==> src/rtl/clk_div_pkg.sv <==
// rtl/clk_div_pkg.sv - shared constants and state type for the programmable clock divider
package clk_div_pkg;

   localparam int CLK_DIV_MIN       = 2;
   localparam int CLK_DIV_WIDTH_DEF = 8;

   typedef enum logic {
      IDLE = 1'b0,
      RUN  = 1'b1
   } clk_div_state_e;

endpackage

==> src/rtl/clk_div_cnt.sv <==
// rtl/clk_div_cnt.sv - period counter and high-phase compare for the divider
module clk_div_cnt
   import clk_div_pkg::*;
#(
   parameter int DIV_WIDTH = CLK_DIV_WIDTH_DEF
) (
   input  logic                 clk_i,
   input  logic                 rst_i,
   input  logic [DIV_WIDTH-1:0] i_div,
   input  logic [DIV_WIDTH-1:0] i_div_nxt,
   input  logic                 i_start,
   input  logic                 i_run,
   output logic                 o_period_end,
   output logic                 o_clk_nxt,
   output logic                 o_clk_en_nxt
);

   logic [DIV_WIDTH-1:0] r_k;
   logic [DIV_WIDTH-1:0] w_k_nxt;
   logic [DIV_WIDTH:0]   w_high_len;

   always_comb begin
      w_k_nxt = '0;
      if (i_start) begin
         w_k_nxt = '0;
      end else if (i_run) begin
         w_k_nxt = r_k + 1'b1;
      end
   end

   // High phase is ceil(N/2) cycles, evaluated against the ratio the next cycle runs with.
   assign w_high_len   = ({1'b0, i_div_nxt} + 1'b1) >> 1;
   assign o_period_end = (r_k == (i_div - 1'b1));
   assign o_clk_nxt    = (i_start | i_run) & ({1'b0, w_k_nxt} < w_high_len);
   assign o_clk_en_nxt = i_start;

   always_ff @(posedge clk_i) begin
      if (rst_i) begin
         r_k <= '0;
      end else begin
         r_k <= w_k_nxt;
      end
   end

endmodule

==> src/rtl/clk_div_prog.sv <==
// rtl/clk_div_prog.sv - programmable integer clock divider with boundary-aligned ratio updates
module clk_div_prog
   import clk_div_pkg::*;
#(
   parameter int DIV_WIDTH   = CLK_DIV_WIDTH_DEF,
   parameter int DEFAULT_DIV = 2
) (
   input  logic                 clk_i,
   input  logic                 rst_i,
   input  logic                 en_i,
   input  logic [DIV_WIDTH-1:0] div_i,
   input  logic                 div_valid_i,
   output logic                 div_ready_o,
   output logic [DIV_WIDTH-1:0] div_o,
   output logic                 running_o,
   output logic                 clk_en_o,
   output logic                 clk_o
);

   localparam logic [DIV_WIDTH-1:0] L_DIV_MIN = DIV_WIDTH'(CLK_DIV_MIN);
   localparam logic [DIV_WIDTH-1:0] L_DIV_RST = DIV_WIDTH'(DEFAULT_DIV);

   clk_div_state_e       r_state;
   clk_div_state_e       w_state_nxt;
   logic [DIV_WIDTH-1:0] r_div;
   logic [DIV_WIDTH-1:0] r_pend;
   logic                 r_pend_vld;
   logic                 r_ready;
   logic                 r_running;
   logic                 r_clk;
   logic                 r_clk_en;

   logic [DIV_WIDTH-1:0] w_div_nxt;
   logic [DIV_WIDTH-1:0] w_div_clamped;
   logic                 w_accept;
   logic                 w_load;
   logic                 w_start;
   logic                 w_run;
   logic                 w_period_end;
   logic                 w_clk_nxt;
   logic                 w_clk_en_nxt;

   assign w_accept      = div_valid_i & r_ready;
   assign w_div_clamped = (div_i < L_DIV_MIN) ? L_DIV_MIN : div_i;

   // The pending ratio only moves to active from the register, so a capture on the last cycle waits a full period.
   assign w_load    = r_pend_vld & ((r_state == IDLE) | ((r_state == RUN) & w_period_end));
   assign w_div_nxt = w_load ? r_pend : r_div;

   always_comb begin
      w_state_nxt = r_state;
      w_start     = 1'b0;
      w_run       = 1'b0;
      case (r_state)
         IDLE: begin
            if (en_i) begin
               w_start     = 1'b1;
               w_state_nxt = RUN;
            end
         end
         RUN: begin
            if (w_period_end) begin
               if (en_i) begin
                  w_start = 1'b1;
               end else begin
                  w_state_nxt = IDLE;
               end
            end else begin
               w_run = 1'b1;
            end
         end
      endcase
   end

   clk_div_cnt #(
      .DIV_WIDTH (DIV_WIDTH)
   ) u_cnt (
      .clk_i        (clk_i),
      .rst_i        (rst_i),
      .i_div        (r_div),
      .i_div_nxt    (w_div_nxt),
      .i_start      (w_start),
      .i_run        (w_run),
      .o_period_end (w_period_end),
      .o_clk_nxt    (w_clk_nxt),
      .o_clk_en_nxt (w_clk_en_nxt)
   );

   always_ff @(posedge clk_i) begin
      if (rst_i) begin
         r_state   <= IDLE;
         r_div     <= L_DIV_RST;
         r_running <= 1'b0;
         r_clk     <= 1'b0;
         r_clk_en  <= 1'b0;
      end else begin
         r_state   <= w_state_nxt;
         r_div     <= w_div_nxt;
         r_running <= (w_state_nxt == RUN);
         r_clk     <= w_clk_nxt;
         r_clk_en  <= w_clk_en_nxt;
      end
   end

   // Accept and load are exclusive: ready is only high while nothing is pending.
   always_ff @(posedge clk_i) begin
      if (rst_i) begin
         r_pend     <= '0;
         r_pend_vld <= 1'b0;
         r_ready    <= 1'b1;
      end else if (w_accept) begin
         r_pend     <= w_div_clamped;
         r_pend_vld <= 1'b1;
         r_ready    <= 1'b0;
      end else if (w_load) begin
         r_pend_vld <= 1'b0;
         r_ready    <= 1'b1;
      end
   end

   assign div_ready_o = r_ready;
   assign div_o       = r_div;
   assign running_o   = r_running;
   assign clk_en_o    = r_clk_en;
   assign clk_o       = r_clk;

endmodule

==> config.mk <==
export PLATFORM = sky130hd
export DESIGN_NAME = clk_div_prog
export DESIGN_NICKNAME = d
export VERILOG_FILES = /design/src/rtl/clk_div_pkg.sv /design/src/rtl/clk_div_cnt.sv /design/src/rtl/clk_div_prog.sv
export SDC_FILE = /design/constraint.sdc
export NUM_CORES = 1
export LEC_CHECK = 0
export ABC_AREA = 1
export BUFFER_PORTS_ARGS = -buffer_cell sky130_fd_sc_hd__buf_4
export CAP_MARGIN = 20
export CORE_UTILIZATION = 50
export DETAILED_ROUTE_END_ITERATION = 10
export GPL_TIMING_DRIVEN = 0
export HOLD_SLACK_MARGIN = 0.15
export PLACE_DENSITY = 0.83
export SETUP_SLACK_MARGIN = 0.02
export SLEW_MARGIN = 20
export SYNTH_ARGS = -nofsm -noshare
export SYNTH_HDL_FRONTEND = slang
export SYNTH_SLANG_ARGS = --single-unit
==> constraint.sdc <==
create_clock -name clk_i -period 3.6 [get_ports clk_i]
set_input_delay 0.72 -clock clk_i [delete_from_list [all_inputs] [get_ports clk_i]]
set_output_delay 0.72 -clock clk_i [all_outputs]
set_load 0.02 [all_outputs]
==> metrics.yaml <==
status: "finished, final reports clean"
avgSynthCellArea_sq_um: 6.681
gp_congestion: 0.8614
clock_sink_count: 29
yosysWarnings: 0
post_drt_wl_per_cell_microns: 11.16
yosysUniqueCellTypes: 30
highest_layer: "met4"
yosys.area.top_type: "dfxtp_1"
syn_area_sq_um: 1810
num_vias: 1749
grt_usage_pct: 22.89
antennaDiodeCount: 0
cts_buffers: 5
hold-path-endpoint: "u_cnt.r_k[0]"
wirelength_met1_mm: 1.759
cts_resized: 0
hold_start: "u_cnt.r_k[0]"
die_w_microns: 62.18
fin_cells: 348
final_nets: 323
required_ns: 3.86
drc: 0
p_leak_uw: 0.001019
r2r-start: "div_o[0]"
slew_headroom_pct: 65.64
synth_top_area_share_pct: 32.07
cts_tree: "done"
critPathBufInv: 3
clockRootBuffer: "clkbuf_4"
fillCellCount: 304
grt_max_degree: 11
max_freq_mhz: 313.9
cts.clk_slew.worst_paths_ns: 0.10
slowest_stage: "dfxtp_1"
wl_mm: 3.884
fin_skew_ns: 0.01089
finalHoldViolations: 0
die_y_microns: 62.18
port_buffers: 23
cts_setup_buffers: 0
power_uw: 929.3
path_class: "reg2reg"
power.density_nw_per_um2: 435.9
setup_viol: 0
fin_crit_sh_pct: 88.49
drive_above_1_share_pct: 16.56
drt_first_pass_iters: 4
critPathMaxFanout: 10
rows: 21
hold_class: "reg2reg"
dp.cells: 340
grt_first_pass_wirelength_mm: 7.031
endpoint_kind: "register"
fin_tns_setup_ns: 0
vias_per_cell: 5.026
hpwl_mm: 3.105
hold_depth: 1
slew_violations: 0
htreeDepth: 2
hold_buffers: 0
syn_nets: 293
grt_pass1_vias: 1669
layout_common_cells: "nand2_1 (70), nor2_1 (47), dfxtp_1 (29)"
io_pins: 24
core_area_sq_um: 3390
synth_area_leaders: "dfxtp_1 (32%), nand2_1 (15%), nor2_1 (9.7%)"
clk_path_buf_depth: 2
final_common_cell: "nand2_1"
start_kind: "register"
critPathArrivalTime_ns: 3.45
drtAntennaViolNets: 0
worstSkewPairLatency_ns: 0.34
initialDrtViolationCount: 85
start_util_pct: 53.41
antenna_found_initial: 0
r2r_cells: 23
r2r_slack_ns: 0.41
crit_top_cell: "nand2_1"
cp_top_family: "simple AND/OR/NAND/NOR gates"
cp_cell_sequence: "inv_2, ha_1, inv_1, nand2_1, nand2_1, nand2_1, nor2_1, nand3_1, nor2_1, nand3_2, nand2_4, nand2_4, nand2_1, o21ai_2, inv_1, ha_2, nand2_1, nor2_2, nand4_1, ha_1, a21oi_1, o211ai_1, a21oi_1"
ys_ff_latch: 29
seq_area_frac_synth_pct: 32.07
cpPeakStageDelay_ns: 0.39
syn_inst: 271
peakVddDrop_mv: 0.2638
wl_met2_mm: 1.801
final.min_clock_period_ns: 3.186
tightest_slew_ns: 0.5155
rsz0062_at_grt: "no"
grt-ovfl-total: 0
r2r-end: "clk_o"
maxCapViolCount: 0
syn_to_final_growth_pct: 17.76
die_area_sq_um: 3866
wl_met3_microns: 205
metal layers:
layer  track usage, %  vias up
li1                 -      921
met1            27.81      773
met2            37.23       42
met3            5.331       13
met4            12.50        0
met5                0        -
synth_stat cells:
library cell and instances:
a21oi_1 10, nor2_1 47, dfxtp_1 29, buf_4 1, nor4_1 1, nor2_2 3, nand4_1 4, nand3b_1 4
o21ai_0 9, ha_1 10, inv_1 28, a22oi_1 1, nand2_2 3, o211ai_1 1, nand2_1 70, nand2_4 4
o21ai_2 1, buf_6 1, clkbuf_1 4, nand3_1 17, nor3_1 3, or2_2 1, xor2_1 7, nand3_2 2
o21ai_1 1, xnor2_1 5, and3_1 1, nor2_4 1, a31oi_1 1, inv_2 1
state kept, by name, summed over array words and instances (netlist names):
signal	cells
div_ready_o	1
r_pend	8
u_cnt.r_k	8
r_pend_vld	1
clk_o	1
running_o	1
clk_en_o	1
div_o	8
how the worst max path moves through the flow:
stage / startpoint / end / cells after the start
global placement: div_o[0] / clk_o / 23
global route: div_o[0] / clk_o / 23
floorplan: div_o[0] / clk_o / 23
finish: div_o[0] / clk_o / 23
detailed placement: div_o[0] / clk_o / 23
CTS: div_o[0] / clk_o / 23
final cells by class:
class | count | area, sq um | area share [%]
inverters | 29 | 108.9 | 5.106
flip-flops and latches | 29 | 580.6 | 27.23
repair buffers | 23 | 172.7 | 8.099
well taps | 46 | 57.56 | 2.700
multi-input cells | 207 | 1090 | 51.12
plain buffers | 6 | 33.78 | 1.585
clock buffers | 6 | 51.30 | 2.406
clock inverters | 2 | 37.54 | 1.761
cells by family after synthesis:
kind of cell             Yosys count  share of synthesized area, %
AO/OA/AOI/OAI                     24                         7.188
buffers and inverters             35                         7.878
AND/OR/NAND/NOR                  161                         40.15
XOR/XNOR                          12                         5.805
adder cells (fa/ha/maj)           10                         6.911
flip-flops                        29                         32.07
through the flow:
stage                     setup WS (ns)  area, sq um  hold WS [ns]  utilization [%]
after floorplan                  0.6214         1810        0.4295                -
after global placement           0.4696         2041        0.4563            60.21
after detailed placement         0.4285         2041        0.4710            60.21
after CTS                        0.3959         2130        0.4950            62.83
after global routing            0.05507         2132        0.5318            62.90
final                            0.4142         2132        0.4866            62.90
power breakdown:
part	switching [uW]	internal [uW]	total [uW]	leakage (uW)
clock	120	165	285	0.0000445
combinational	168	103	271	0.000737
sequential	25.7	347	373	0.000238
total	314	616	929	0.00102
(Power assumes the default switching activity.)
